## src/rtl/fetch_sequencer.sv

```systemverilog
// Instruction fetch sequencer: reads opcode and optional operand from ROM at pc,
// pulses exec once per instruction and steers the program counter (increment / jump).
module fetch_sequencer #(
  parameter int unsigned MAX_WAIT = 15
) (
  input  logic       clk,
  input  logic       resetB,
  input  logic [7:0] pc,
  output logic [7:0] rom_addr,
  input  logic [7:0] rom_data,
  input  logic       rom_valid,
  input  logic       flagZ,
  input  logic       flagC,
  input  logic       hold,
  output logic       immediate,
  output logic       doJump,
  output logic [7:0] dbus,
  output logic [7:0] ir,
  output logic [7:0] imm,
  output logic       exec,
  output logic       halted,
  output logic       fetch_err
);

  localparam int unsigned WaitW = 8;
  localparam int unsigned DataW = 8;

  typedef enum logic [1:0] {
    ST_FETCH   = 2'd0,
    ST_OPERAND = 2'd1,
    ST_EXEC    = 2'd2,
    ST_HALT    = 2'd3
  } state_e;

  state_e             state_q, state_d;
  logic [DataW-1:0]   ir_q, ir_d;
  logic [DataW-1:0]   imm_q, imm_d;
  logic [WaitW-1:0]   wait_q, wait_d;
  logic               err_q, err_d;

  logic               cond_true;
  logic               take;
  logic               halt_op;
  logic               immediate_c;
  logic               jump_c;
  logic               exec_c;

  always_ff @(posedge clk or negedge resetB) begin
    if (!resetB) begin
      state_q <= ST_FETCH;
      ir_q    <= '0;
      imm_q   <= '0;
      wait_q  <= '0;
      err_q   <= 1'b0;
    end else begin
      state_q <= state_d;
      ir_q    <= ir_d;
      imm_q   <= imm_d;
      wait_q  <= wait_d;
      err_q   <= err_d;
    end
  end

  // Condition decode from opcode bits [6:5], evaluated on the live flags.
  always_comb begin
    cond_true = 1'b0;
    case (ir_q[6:5])
      2'b00:   cond_true = 1'b0;
      2'b01:   cond_true = 1'b1;
      2'b10:   cond_true = flagZ;
      default: cond_true = flagC;
    endcase
  end

  assign take    = ir_q[7] & cond_true;
  assign halt_op = ~ir_q[7] & (ir_q[6:5] != 2'b00);

  always_comb begin
    state_d     = state_q;
    ir_d        = ir_q;
    imm_d       = imm_q;
    wait_d      = wait_q;
    err_d       = err_q;
    immediate_c = 1'b0;
    jump_c      = 1'b0;
    exec_c      = 1'b0;

    case (state_q)
      ST_FETCH: begin
        immediate_c = rom_valid;
        if (rom_valid) begin
          ir_d    = rom_data;
          wait_d  = '0;
          state_d = rom_data[7] ? ST_OPERAND : ST_EXEC;
        end else if (wait_q == WaitW'(MAX_WAIT - 1)) begin
          err_d   = 1'b1;
          state_d = ST_HALT;
        end else begin
          wait_d = wait_q + WaitW'(1);
        end
      end
      ST_OPERAND: begin
        immediate_c = rom_valid;
        if (rom_valid) begin
          imm_d   = rom_data;
          wait_d  = '0;
          state_d = ST_EXEC;
        end else if (wait_q == WaitW'(MAX_WAIT - 1)) begin
          err_d   = 1'b1;
          state_d = ST_HALT;
        end else begin
          wait_d = wait_q + WaitW'(1);
        end
      end
      ST_EXEC: begin
        exec_c = 1'b1;
        if (!hold) begin
          jump_c  = take;
          state_d = halt_op ? ST_HALT : ST_FETCH;
        end
      end
      default: begin
        state_d = ST_HALT;
      end
    endcase
  end

  // State resets to FETCH, so immediate alone needs masking while reset is held.
  assign immediate = resetB & immediate_c;
  assign doJump    = jump_c;
  assign dbus      = jump_c ? imm_q : '0;
  assign exec      = exec_c;
  assign halted    = (state_q == ST_HALT);
  assign rom_addr  = pc;
  assign ir        = ir_q;
  assign imm       = imm_q;
  assign fetch_err = err_q;

endmodule
```

## config.mk

```make
export PLATFORM = sky130hd
export DESIGN_NAME = fetch_sequencer
export DESIGN_NICKNAME = d
export VERILOG_FILES = /design/src/rtl/fetch_sequencer.sv
export SDC_FILE = /design/constraint.sdc
export NUM_CORES = 1
export LEC_CHECK = 0
export CELL_PAD_IN_SITES_DETAIL_PLACEMENT = 0
export CELL_PAD_IN_SITES_GLOBAL_PLACEMENT = 1
export CORE_MARGIN = 10
export CORE_UTILIZATION = 34
export CTS_CLUSTER_SIZE = 30
export DETAILED_ROUTE_END_ITERATION = 10
export PLACE_DENSITY_LB_ADDON = 0.25
export SETUP_SLACK_MARGIN = 0.15
export SLEW_MARGIN = 20
export SYNTH_ARGS = -nofsm -noshare
export SYNTH_HDL_FRONTEND = slang
export SYNTH_SLANG_ARGS = --single-unit
```

## constraint.sdc

```tcl
create_clock -name clk -period 3 [get_ports clk]
set_clock_uncertainty 0.05 [all_clocks]
set_input_delay 0.45 -clock clk [delete_from_list [all_inputs] [get_ports clk]]
set_output_delay 0.45 -clock clk [all_outputs]
set_load 0.01 [all_outputs]
```

Word-level counts from Yosys, hierarchy flattened

Index checks and enable logic that the tools add are counted.

Register bits after elaboration: 27
Input port bits: 22
Output and inout port bits: 37
Logic and storage cells: 42

Add/subtract/negate cells: 1
Equality and inequality tests: 8
Multiplexer cells: 15
Bitwise gates (word level): 5
Reductions and logical operators: 8

Operators with widths:

| kind                                                            | number |
|---|---|
| 8-bit two-way mux                                               | 3 |
| 2-bit two-way mux                                               | 6 |
| 8-bit by 1-bit adder with 8-bit output, second input constant   | 1 |
| 8-bit by 4-bit == test with 1-bit output, second input constant | 1 |
| 2-bit == test, second input constant                            | 3 |
| 2-bit one-hot mux with 3 select lines                           | 1 |
| 2-bit AND reduction                                             | 3 |
| 2-bit by 1-bit == test with 1-bit output, second input constant | 2 |
| 2-bit zero test                                                 | 2 |
| 1-bit two-way mux                                               | 4 |
| 2-bit inequality test, second input constant                    | 2 |
| 1-bit AND                                                       | 3 |
| 1-bit one-hot mux with 3 select lines                           | 1 |
| 3-bit AND reduction                                             | 1 |
| 1-bit NOT                                                       | 2 |
| 2-bit nonzero test                                              | 1 |
| 2-bit OR reduction                                              | 1 |

Longest topological paths before layout

Gate-level depths: netlist of the first run.

Depth after elaboration: 6
Gate-level depth with buffers: 5
Depth with buffers taken out: 5

Least setup slack after synthesis of the first run

OpenSTA, ideal clock, no wires.

Path type: flip-flop to output port
Start point: register state_q[1]
End point: output port dbus[0]
Data arrival time: 1297 ps
Data required time: 2500 ps
Slack: 1203 ps
Cell stages (with the launch flop): 6
Path buffers: 1
Path through: dfrtp_1 nor2b_1 nor2b_1 and3_1 buf_2 and2_1

Longest elaborated chain between the ends: 3

Ends and longest elaborated chain:

| what                   | RTL line | text |
|---|---|---|
| start, declared        | 35       | `state_e state_q, state_d;` |
| start signal, assigned | 56       | `state_q <= state_d;` |
| 2-bit == test          | 88       | `case (state_q)` |
| 1-bit two-way mux      | 88       |  |
| named net doJump       | 16       | `output logic doJump,` |
| 8-bit two-way mux      | 131      | `assign dbus = jump_c ? imm_q : '0;` |
| end, declared          | 17       | `output logic [7:0] dbus,` |

The timed path passes the listed nets, and every way through them passes these cells.

Worst setup path after layout of the first run

Start point: input port flagZ
End point: output port dbus[4]

Longest elaborated chain between the ends: 5

Ends and longest elaborated chain:

| what                                  | RTL line | text |
|---|---|---|
| start, declared                       | 12       | `input logic flagZ,` |
| 1-bit one-hot mux with 3 select lines | 67       | `case (ir_q[6:5])` |
| 1-bit AND                             | 75       | `assign take = ir_q[7] & cond_true;` |
| 1-bit two-way mux                     | 117      | `if (!hold) begin` |
| 1-bit two-way mux                     | 88       |  |
| 8-bit two-way mux                     | 131      |  |

Every way passes these cells.

==> results of run 1 <==
registers in the layout, indices dropped and copies added, names as in the netlist:
signal,count
ir,8
imm,8
wait_q,8
state_q,2
fetch_err,1
report_power, final:
part | internal [mW] | switching, mW | total [mW]
clock network | 0.0952 | 0.112 | 0.207
registers | 0.514 | 0.133 | 0.647
logic | 0.422 | 0.313 | 0.735
cells in the final DEF, fill, tap and decap left out, drive strengths merged, types with 2 or more instances in the layout:
cell,Yosys,layout
nand4,5,5
mux2,16,16
ha,2,2
nand2b,2,2
inv,3,3
buf,11,5
o21ai,8,8
clkdlybuf4s50,0,42
clkbuf,2,4
a31oi,2,2
and2,12,12
nor2b,4,4
a21oi,5,5
nand2,4,4
and3,2,2
nor2,3,3
nand3,3,3
dfrtp,27,27
how the worst min path moves through the flow:
stage          startpoint         to  slack [ns]  depth (start not counted)
2_1_floorplan      resetB  fetch_err        0.10                          0
3_3_place_gp    fetch_err  fetch_err        0.42                          1
3_5_place_dp    fetch_err  fetch_err        0.42                          1
4_1_cts         fetch_err  fetch_err        0.44                          1
5_1_grt         fetch_err  fetch_err        0.46                          1
6_report        fetch_err  fetch_err        0.44                          1
routing by layer:
metal | track usage (%) | vias to the layer above | wire, um
met5 | 0 | - | 0
met4 | 3.65 | 0 | 51
met3 | 5.57 | 4 | 346
met2 | 16.9 | 39 | 1730
met1 | 11.7 | 535 | 1550
li1 | - | 516 | -
cell type report:
class,instances,area share [%]
clock buffers,4,2.40
inverters,3,0.600
multi-input cells,82,33.2
flip-flops and latches,27,36.0
well taps,50,3.34
repair buffers,47,24.4
stage by stage:
step	setup slack, ns	util (%)	instances
floorplan	1.20	-	125
global placement	0.364	46.1	209
detailed placement	0.354	46.1	209
CTS	0.351	47.2	213
global route	0.206	47.2	213
finish	0.382	47.2	213
Yosys cell counts, types with 2 or more instances:
cell,n
nor2_1,3
mux2_2,16
nand2_1,4
nand2b_1,2
nor2b_1,4
ha_1,2
nand4_1,5
buf_2,3
dfrtp_1,27
a21oi_1,5
inv_1,3
and2_1,12
a31oi_1,2
clkbuf_1,2
buf_4,8
o21ai_0,8
nand3_1,2
and3_1,2
kinds of logic after synthesis:
group	after synthesis	synth area share, %
AO/OA/AOI/OAI	25	11.7
flip-flops	27	48.5
adder cells (fa/ha/maj)	2	1.80
AND/OR/NAND/NOR	38	17.6
multiplexers	17	13.7
buffers and inverters	16	6.74
critical path: stages:
cell and delay (ns):
clkdlybuf4s50_1 0.45, a21oi_1 0.06, a31oi_1 0.13, and3_1 0.32, and2_1 0.16, clkdlybuf4s50_1 0.54
==> key figures, run 1 <==
Logic synthesis
  • Syn Nets: 149
  • Post-Syn Area: approximately 0.0014 sq mm
  • Async S/R FF share, synth: 100%
  • Share of the synthesized area in the top cell type: 48.5%
  • Synthesized netlist cell count: between 100 and 150
  • Top post-synthesis cells by area: dfrtp_1 49%, mux2_2 13%, and2_1 5.4%
  • Register area share after synthesis: between 40% and 50%
  • Post-synth EDFFs: 0
  • Cell taking the most area after synthesis: dfrtp_1
  • Post-synth top flop: dfrtp_1
  • Synth Register Bits: 27
  • Synth unique cells: 33
  • Syn avg cell area: 11.1 sq um
  • YS warnings: 0

Floorplanning
  • Core area: around 0.0040 sq mm
  • Die width: roughly 84 um
  • Starting density of the core: between 30% and 40%
  • I/O pin count: 59
  • Die Height: between 80 and 90 um
  • Rows: 23
  • Die ar.: about 0.0071 sq mm

CTS
  • Clock Latency Late Sink: approximately 0.27 ns
  • Clock buffer depth: 2
  • Post-CTS setup buffer count: 0
  • Cells resized by post-CTS repair: 0
  • H-tree depth: 1
  • Clk sinks: 27
  • CTS root buf: clkbuf_8
  • CTS Hold Bufs: 0
  • TritonCTS buffer count: 3
  • CTS clk-pin slew, worst paths: 0.09 ns
  • TritonCTS clock tree: built

Pwr
  • Total power: approximately 1.6 mW
  • Leak: around 0.78 nW
  • Max IR drop VDD: approximately 0.43 mV
  • Power Density: 847 mW/mm^2

Layout
  • Area growth syn-to-layout: 34.7%
  • Sequential cell area: 676 sq um
  • Layout cells sized above 1: between 10% and 20%
  • Multi-input logic area: ~620 sq um
  • # diodes: 0
  • Fin nets: 188
  • Final instance area: between 0.0015 and 0.002 sq mm
  • FILL cells: roughly 360

Routing
  • Routed Antenna Nets: 0
  • Average wire per standard cell: around 17 um
  • Vias per cell: slightly above 5
  • Total routed wirelength: about 3.7 mm
  • # DRC: 0
  • Vias after detailed routing: about 1100
  • Initial DRC count: between 50 and 60
  • 1st-pass router iterations: 4

STA
  • Final Cycle Share: between 80 and 90%
  • RSZ-0062 raised after global routing: false
  • Final Setup Violations: 0
  • FMAX: between 0.3 and 0.4 GHz
  • Worst Tran Pin Value: 0.496 ns
  • Final Max Tran Viols: 0
  • Relative slew slack: between 60% and 70%
  • Hold Slack: 0.435 ns
  • Setup TNS: 0 ns
  • Post-route minimum period: 2.62 ns
  • Final Hold Fails: 0

Run
  • Max cap viols: 0

Critical path
  • R2R Path Start: state_q[1]
  • Critical Path Source: flagZ
  • Worst-path fanout max: 9
  • Worst Path Arrival: between 2 and 2.5 ns
  • CP Class: input port to output pin
  • CP endpoint: dbus[4]
  • R2R depth: 5
  • Crit. End Element: output pin
  • Reg2Reg Setup Slack: between 1 and 1.5 ns
  • Critical path required time: around 2.5 ns
  • Worst reg2reg path endpoint: ir[2]
  • Startpoint types: input port

Outcome
  • Status: finished clean

Worst hold path
  • Hold crit path type: flop to flop

Place
  • Buffers added on ports: 42
  • Post-DP HPWL: 2.79 mm
  • Cell Area, Placed: around 0.0018 sq mm
  • Routability congestion estimate: roughly 0.74

GRT
  • Total track usage: between 10% and 20%
  • Grt total ovfl: 0
  • Antenna violations before repair: 0
  • Largest net degree at the start of global routing: 28
  • First-pass GRT wire length: 6.21 mm
  • Vias in the first global route: around 1200
Power figures use the tool's default switching activity.
==> run 2: changes to the inputs <==
Settings changed: CORE_ASPECT_RATIO from default to 1.5.
==> run 2 against run 1 <==
Effect of this change: combinational power barely moved; sequential share of layout area up 0.24 points; setup slack got worse by 0.038 ns; clock power barely moved.
==> key figures, run 2 (same netlist as run 1, synthesis figures left out) <==
Outcome
  • Status: finished clean (unchanged)

GRT
  • First-pass GRT wire length: 6.06 mm (was 6.21 mm)
  • Total track usage: 10.4% (was 10.6%)
  • Antenna violations before repair: 0 (unchanged)
  • Grt total ovfl: 0 (unchanged)
  • Vias in the first global route: 1213 (was 1178)
  • Largest net degree at the start of global routing: 28 (unchanged)

Routing
  • Initial DRC count: 69 (was 59)
  • # DRC: 0 (unchanged)
  • Met3 routed WL: 272 um (was 346 um)
  • Routed wl met2: 1.91 mm (was 1.73 mm)
  • Average wire per standard cell: 17.4 um (was 17.3 um)
  • Routed Antenna Nets: 0 (unchanged)
  • Highest metal used: met4 (unchanged)
  • Vias after detailed routing: 1102 (was 1094)
  • Total routed wirelength: 3.60 mm (was 3.68 mm)
  • M1 WL: 1.38 mm (was 1.55 mm)
  • 1st-pass router iterations: 4 (unchanged)
  • Vias per cell: 5.32 (was 5.14)

CTS
  • Clk sinks: 27 (unchanged)
  • CTS root buf: clkbuf_8 (unchanged)
  • Cells resized by post-CTS repair: 0 (unchanged)
  • TritonCTS clock tree: built (unchanged)
  • Clock buffer depth: 2 (unchanged)
  • CTS clk-pin slew, worst paths: 0.09 ns (about the same)
  • CTS Hold Bufs: 0 (unchanged)
  • TritonCTS buffer count: 3 (unchanged)
  • Clock Latency Late Sink: 0.27 ns (about the same)
  • H-tree depth: 1 (unchanged)
  • Post-CTS setup buffer count: 0 (unchanged)

STA
  • Hold Slack: 0.439 ns (was 0.435 ns)
  • RSZ-0062 raised after global routing: false (unchanged)
  • Setup ws final: 0.344 ns (was 0.382 ns)
  • Worst Tran Pin Value: 0.501 ns (was 0.496 ns)
  • FMAX: 0.376 GHz (was 0.382 GHz)
  • Final Max Tran Viols: 0 (unchanged)
  • Final Hold Fails: 0 (unchanged)
  • Setup TNS: 0 ns (unchanged)
  • Post-route minimum period: 2.66 ns (was 2.62 ns)
  • Final Cycle Share: 88.5% (was 87.3%)
  • Relative slew slack: 66.5% (was 66.8%)
  • Final Setup Violations: 0 (unchanged)

Pwr
  • Total power: 1.59 mW (about the same)
  • Sw frac: 35.3% (was 35.1%)
  • Flop pwr share: 40.5% (was 40.7%)
  • Leak: 0.773 nW (was 0.775 nW)
  • Comb pwr share: 46.3% (about the same)
  • Internal power: 1.03 mW (about the same)
  • Max IR drop VDD: 0.459 mV (was 0.427 mV)
  • Sw power: 562 uW (was 558 uW)
  • Power Density: 854 mW/mm^2 (was 847 mW/mm^2)
  • Clock power share: 13.1% (was 13.0%)

Critical path
  • Critical path required time: 2.50 ns (about the same)
  • Worst path most repeated cell: nor2b_1 (was clkdlybuf4s50_1)
  • Slowest CP cell: clkdlybuf4s50_1 (unchanged)
  • Worst Path Arrival: 2.16 ns (was 2.12 ns)
  • Worst-path fanout max: 9 (unchanged)
  • Startpoint types: flop (was input port)
  • CP peak stage delay: 0.54 ns (about the same)
  • CP Class: flop to output pin (was input port to output pin)
  • Critical path cell sequence: nor2b_1 -> nor2b_1 -> and3_1 -> and2_1 -> clkdlybuf4s50_1 (was clkdlybuf4s50_1 -> a21oi_1 -> a31oi_1 -> and3_1 -> and2_1 -> clkdlybuf4s50_1)
  • Crit. End Element: output pin (unchanged)

Layout
  • # diodes: 0 (unchanged)
  • Most frequent cells in the layout: 42 x clkdlybuf4s50_1, 27 x dfrtp_1, 16 x mux2_2, 12 x and2_1, 8 x o21ai_0 (unchanged)
  • FILL cells: 376 (was 358)
  • Fin nets: 187 (was 188)
  • Layout cells sized above 1: 16.7% (was 16.6%)
  • Most common cell after layout, fill and taps aside: clkdlybuf4s50_1 (unchanged)
  • Area growth syn-to-layout: 33.8% (was 34.7%)

Floorplanning
  • Die Height: 98.4 um (was 84 um)
  • Core area: 0.00396 sq mm (was 0.00397 sq mm)
  • Rows: 28 (was 23)
  • Die ar.: 0.00711 sq mm (was 0.00706 sq mm)
  • Starting density of the core: 35.2% (was 35.1%)
  • Die width: 72.3 um (was 84 um)
  • I/O pin count: 59 (unchanged)

Place
  • Routability congestion estimate: 0.810 (was 0.737)
  • Buffers added on ports: 42 (unchanged)
  • Post-DP HPWL: 2.71 mm (was 2.79 mm)
  • DP Worst Slack: 0.333 ns (was 0.354 ns)

Worst hold path
  • Hold crit path type: flop to flop (unchanged)

Run
  • Max cap viols: 0 (unchanged)
[run 2: cell types whose count changed in the layout (fill, tap and decap cells not counted), sizes merged]
cell	delta
clkinv	+1
buf	-1
clkbuf	-1
[run 2: critical path: cells and delay by family (launching register included)]
kind / cells / cell delay (ns)
buffers and inverters: 1 / 0.54
and+or+nand+nor: 4 / 0.91
DFF: 1 / 0.44
[run 2: layer usage]
layer,global-route usage (%),vias up
li1,-,511
met1,11.2,552
met2,17.0,35
met3,4.46,4
met4,4.33,0
met5,0,-
[run 2: cell type report]
class                           count  area (sq um)  area share [%]
Inverter                            3          11.3           0.604
Clock buffer                        3          41.3            2.22
Multi-Input combinational cell     82           623            33.4
Clock inverter                      1          5.00           0.269
Sequential cell                    27           676            36.3
Timing Repair Buffer               46           450            24.2
Tap cell                           45          56.3            3.02
[run 2: path summary, 6_finish.rpt]
path                       slack (ns)  startpoint  cells after the start         to
max reg2reg                      1.07  state_q[1]                      5      ir[3]
min                              0.44   fetch_err                      1  fetch_err
max in group asynchronous        2.04      resetB                      2     imm[5]
min in group asynchronous        0.60      resetB                      2     imm[7]
max                              0.34  state_q[0]                      5    dbus[4]
min reg2reg                      0.44   fetch_err                      1  fetch_err
[run 2: power by group through the flow]
stage          Sequential (mW)  Clock (mW)  Combinational (mW)
2_1_floorplan            0.680           0               0.347
5_1_grt                  0.674       0.233               0.807
6_report                 0.645       0.209               0.737
3_5_place_dp             0.650           0               0.744
3_3_place_gp             0.644           0               0.735
4_1_cts                  0.646       0.219               0.749
[run 2: per-stage QoR]
| step | utilization [%] | area, sq um | cells |
|---|---|---|---|
| 6_report | 47.1 | 1860 | 207 |
| 5_1_grt | 47.1 | 1860 | 207 |
| 3_5_place_dp | 45.9 | 1820 | 203 |
| 2_1_floorplan | - | 1390 | 125 |
| 3_3_place_gp | 45.9 | 1820 | 203 |
| 4_1_cts | 47.1 | 1860 | 207 |
==> run 3: changes to the inputs <==
Settings changed: CORE_MARGIN 10 to 2.
==> run 3 against run 2 <==
Effect of this change: power fell by 1.3%; combinational power decreased by 2%; cell count is the same; clock power shrank 3%; first-iteration DRC count down 75%; sequential share of layout area hardly changed; cell area barely moved; count of clock-buffer cells in the layout is 1 higher; setup slack better by 0.0039 ns; global-route usage increased by 4.6 points; hold slack worse by 0.012 ns; via count down 2.3%; largest cell class unchanged.
==> key figures, run 3 (same netlist as run 1, synthesis figures left out) <==
Outcome
  • Status: finished clean (unchanged)

Critical path
  • Critical path cell sequence: clkdlybuf4s50_1 -> a21oi_1 -> a31oi_1 -> and3_1 -> and2_1 -> clkdlybuf4s50_1 (was nor2b_1 -> nor2b_1 -> and3_1 -> and2_1 -> clkdlybuf4s50_1)
  • Slowest CP cell: clkdlybuf4s50_1 (unchanged)
  • Worst path most repeated cell: clkdlybuf4s50_1 (was nor2b_1)
  • Worst-path fanout max: 9 (unchanged)
  • CP Class: input port to output pin (was flop to output pin)
  • CP delay by family, top: buffers and inverters (was simple AND/OR/NAND/NOR gates)
  • CP peak stage delay: 0.53 ns (was 0.54 ns)
  • Startpoint types: input port (was flop)
  • CP Buf/Inv Count: 2 (was 1)
  • Critical path required time: 2.50 ns (about the same)
  • Worst Path Arrival: 2.15 ns (was 2.16 ns)
  • Crit. End Element: output pin (unchanged)

Floorplanning
  • Rows: 28 (unchanged)
  • Core area: 0.00392 sq mm (was 0.00396 sq mm)
  • Starting density of the core: 35.5% (was 35.2%)
  • Die ar.: 0.00463 sq mm (was 0.00711 sq mm)
  • Die Height: 82.4 um (was 98.4 um)
  • Die width: 56.3 um (was 72.3 um)
  • I/O pin count: 59 (unchanged)

Run
  • Max cap viols: 0 (unchanged)

Layout
  • Post-layout util: 47.4% (was 47.1%)
  • Fin nets: 187 (unchanged)
  • # diodes: 0 (unchanged)
  • Multi-input logic area: 623 sq um (unchanged)
  • Area growth syn-to-layout: 33.7% (was 33.8%)
  • FILL cells: 381 (was 376)
  • Most frequent cells in the layout: 42 x clkdlybuf4s50_1, 27 x dfrtp_1, 16 x mux2_2, 12 x and2_1, 8 x o21ai_0 (unchanged)
  • Layout cells sized above 1: 16.0% (was 16.7%)
  • Sequential cell area: 676 sq um (unchanged)
  • Most common cell after layout, fill and taps aside: clkdlybuf4s50_1 (unchanged)

CTS
  • H-tree depth: 1 (unchanged)
  • Clock Latency Late Sink: 0.26 ns (was 0.27 ns)
  • TritonCTS clock tree: built (unchanged)
  • Clock buffer depth: 2 (unchanged)
  • CTS root buf: clkbuf_8 (unchanged)
  • CTS clk-pin slew, worst paths: 0.09 ns (about the same)
  • CTS Hold Bufs: 0 (unchanged)
  • Clk sinks: 27 (unchanged)
  • Cells resized by post-CTS repair: 0 (unchanged)
  • TritonCTS buffer count: 3 (unchanged)
  • Post-CTS setup buffer count: 0 (unchanged)

GRT
  • Largest net degree at the start of global routing: 28 (unchanged)
  • First-pass GRT wire length: 5.48 mm (was 6.06 mm)
  • Vias in the first global route: 1209 (was 1213)
  • Grt total ovfl: 0 (unchanged)
  • Antenna violations before repair: 0 (unchanged)
  • Total track usage: 15.0% (was 10.4%)

Worst hold path
  • Hold crit path type: flop to flop (unchanged)

Routing
  • Average wire per standard cell: 15.1 um (was 17.4 um)
  • Routed wl met2: 1.69 mm (was 1.91 mm)
  • # DRC: 0 (unchanged)
  • Vias per cell: 5.20 (was 5.32)
  • M1 WL: 1.25 mm (was 1.38 mm)
  • Initial DRC count: 17 (was 69)
  • Routed Antenna Nets: 0 (unchanged)
  • Vias after detailed routing: 1077 (was 1102)
  • Total routed wirelength: 3.12 mm (was 3.60 mm)
  • Met3 routed WL: 166 um (was 272 um)
  • Highest metal used: met4 (unchanged)
  • 1st-pass router iterations: 4 (unchanged)

Place
  • Routability congestion estimate: 0.719 (was 0.810)
  • Post-DP HPWL: 2.36 mm (was 2.71 mm)
  • DP Worst Slack: 0.299 ns (was 0.333 ns)
  • Buffers added on ports: 42 (unchanged)

STA
  • Setup ws final: 0.348 ns (was 0.344 ns)
  • RSZ-0062 raised after global routing: false (unchanged)
  • Relative slew slack: 70.3% (was 66.5%)
  • Final Setup Violations: 0 (unchanged)
  • Post-route minimum period: 2.65 ns (was 2.66 ns)
  • Worst Tran Pin Value: 0.444 ns (was 0.501 ns)
  • Final Hold Fails: 0 (unchanged)
  • Final Max Tran Viols: 0 (unchanged)
  • Final Cycle Share: 88.4% (was 88.5%)
  • Setup TNS: 0 ns (unchanged)
  • FMAX: 0.377 GHz (was 0.376 GHz)

Pwr
  • Max IR drop VDD: 0.402 mV (was 0.459 mV)
  • Leak: 0.770 nW (was 0.773 nW)
  • Power Density: 843 mW/mm^2 (was 854 mW/mm^2)
  • Total power: 1.57 mW (was 1.59 mW)
## run 3: final timing paths
kind / startpoint / end / slack (ns) / cells after the start
setup / recovery: flagZ / dbus[3] / 0.35 / 6
hold / removal: fetch_err / fetch_err / 0.43 / 1
setup reg to reg: state_q[1] / ir[4] / 1.33 / 5
hold reg to reg: fetch_err / fetch_err / 0.43 / 1
max in group asynchronous: resetB / ir[4] / 2.10 / 2
min in group asynchronous: resetB / wait_q[1] / 0.54 / 2
## run 3: per-stage QoR
stage | area, sq um | hold WS, ns | std cells
6_report | 1860 | 0.427 | 207
5_1_grt | 1860 | 0.484 | 207
4_1_cts | 1860 | 0.438 | 207
3_5_place_dp | 1820 | 0.417 | 203
3_3_place_gp | 1820 | 0.426 | 203
2_1_floorplan | 1390 | 0.104 | 125
## run 3: cell type report
| type | instances | share of cell area (%) |
|---|---|---|
| clock buffers | 4 | 2.42 |
| well taps | 45 | 3.02 |
| inverters | 3 | 0.605 |
| flip-flops and latches | 27 | 36.3 |
| multi-input cells | 82 | 33.5 |
| repair buffers | 46 | 24.2 |
## run 3: per-layer routing
metal | track usage [%] | up-vias
met3 | 4.52 | 2
li1 | - | 512
met4 | 3.57 | 0
met1 | 15.8 | 533
met2 | 28.9 | 30
met5 | 0 | -
## run 3: report_power, final
part	switching [mW]	internal (mW)	total [mW]
combinational	0.299	0.422	0.721
sequential	0.132	0.514	0.646
clock	0.109	0.0950	0.203
total	0.539	1.03	1.57
## run 3: worst register-to-register path, delay by kind of cell (launching register included)
family	cells	cell delay [ns]
simple gates	2	0.40
flops	1	0.39
buf+inv	2	0.37
mux	1	0.35
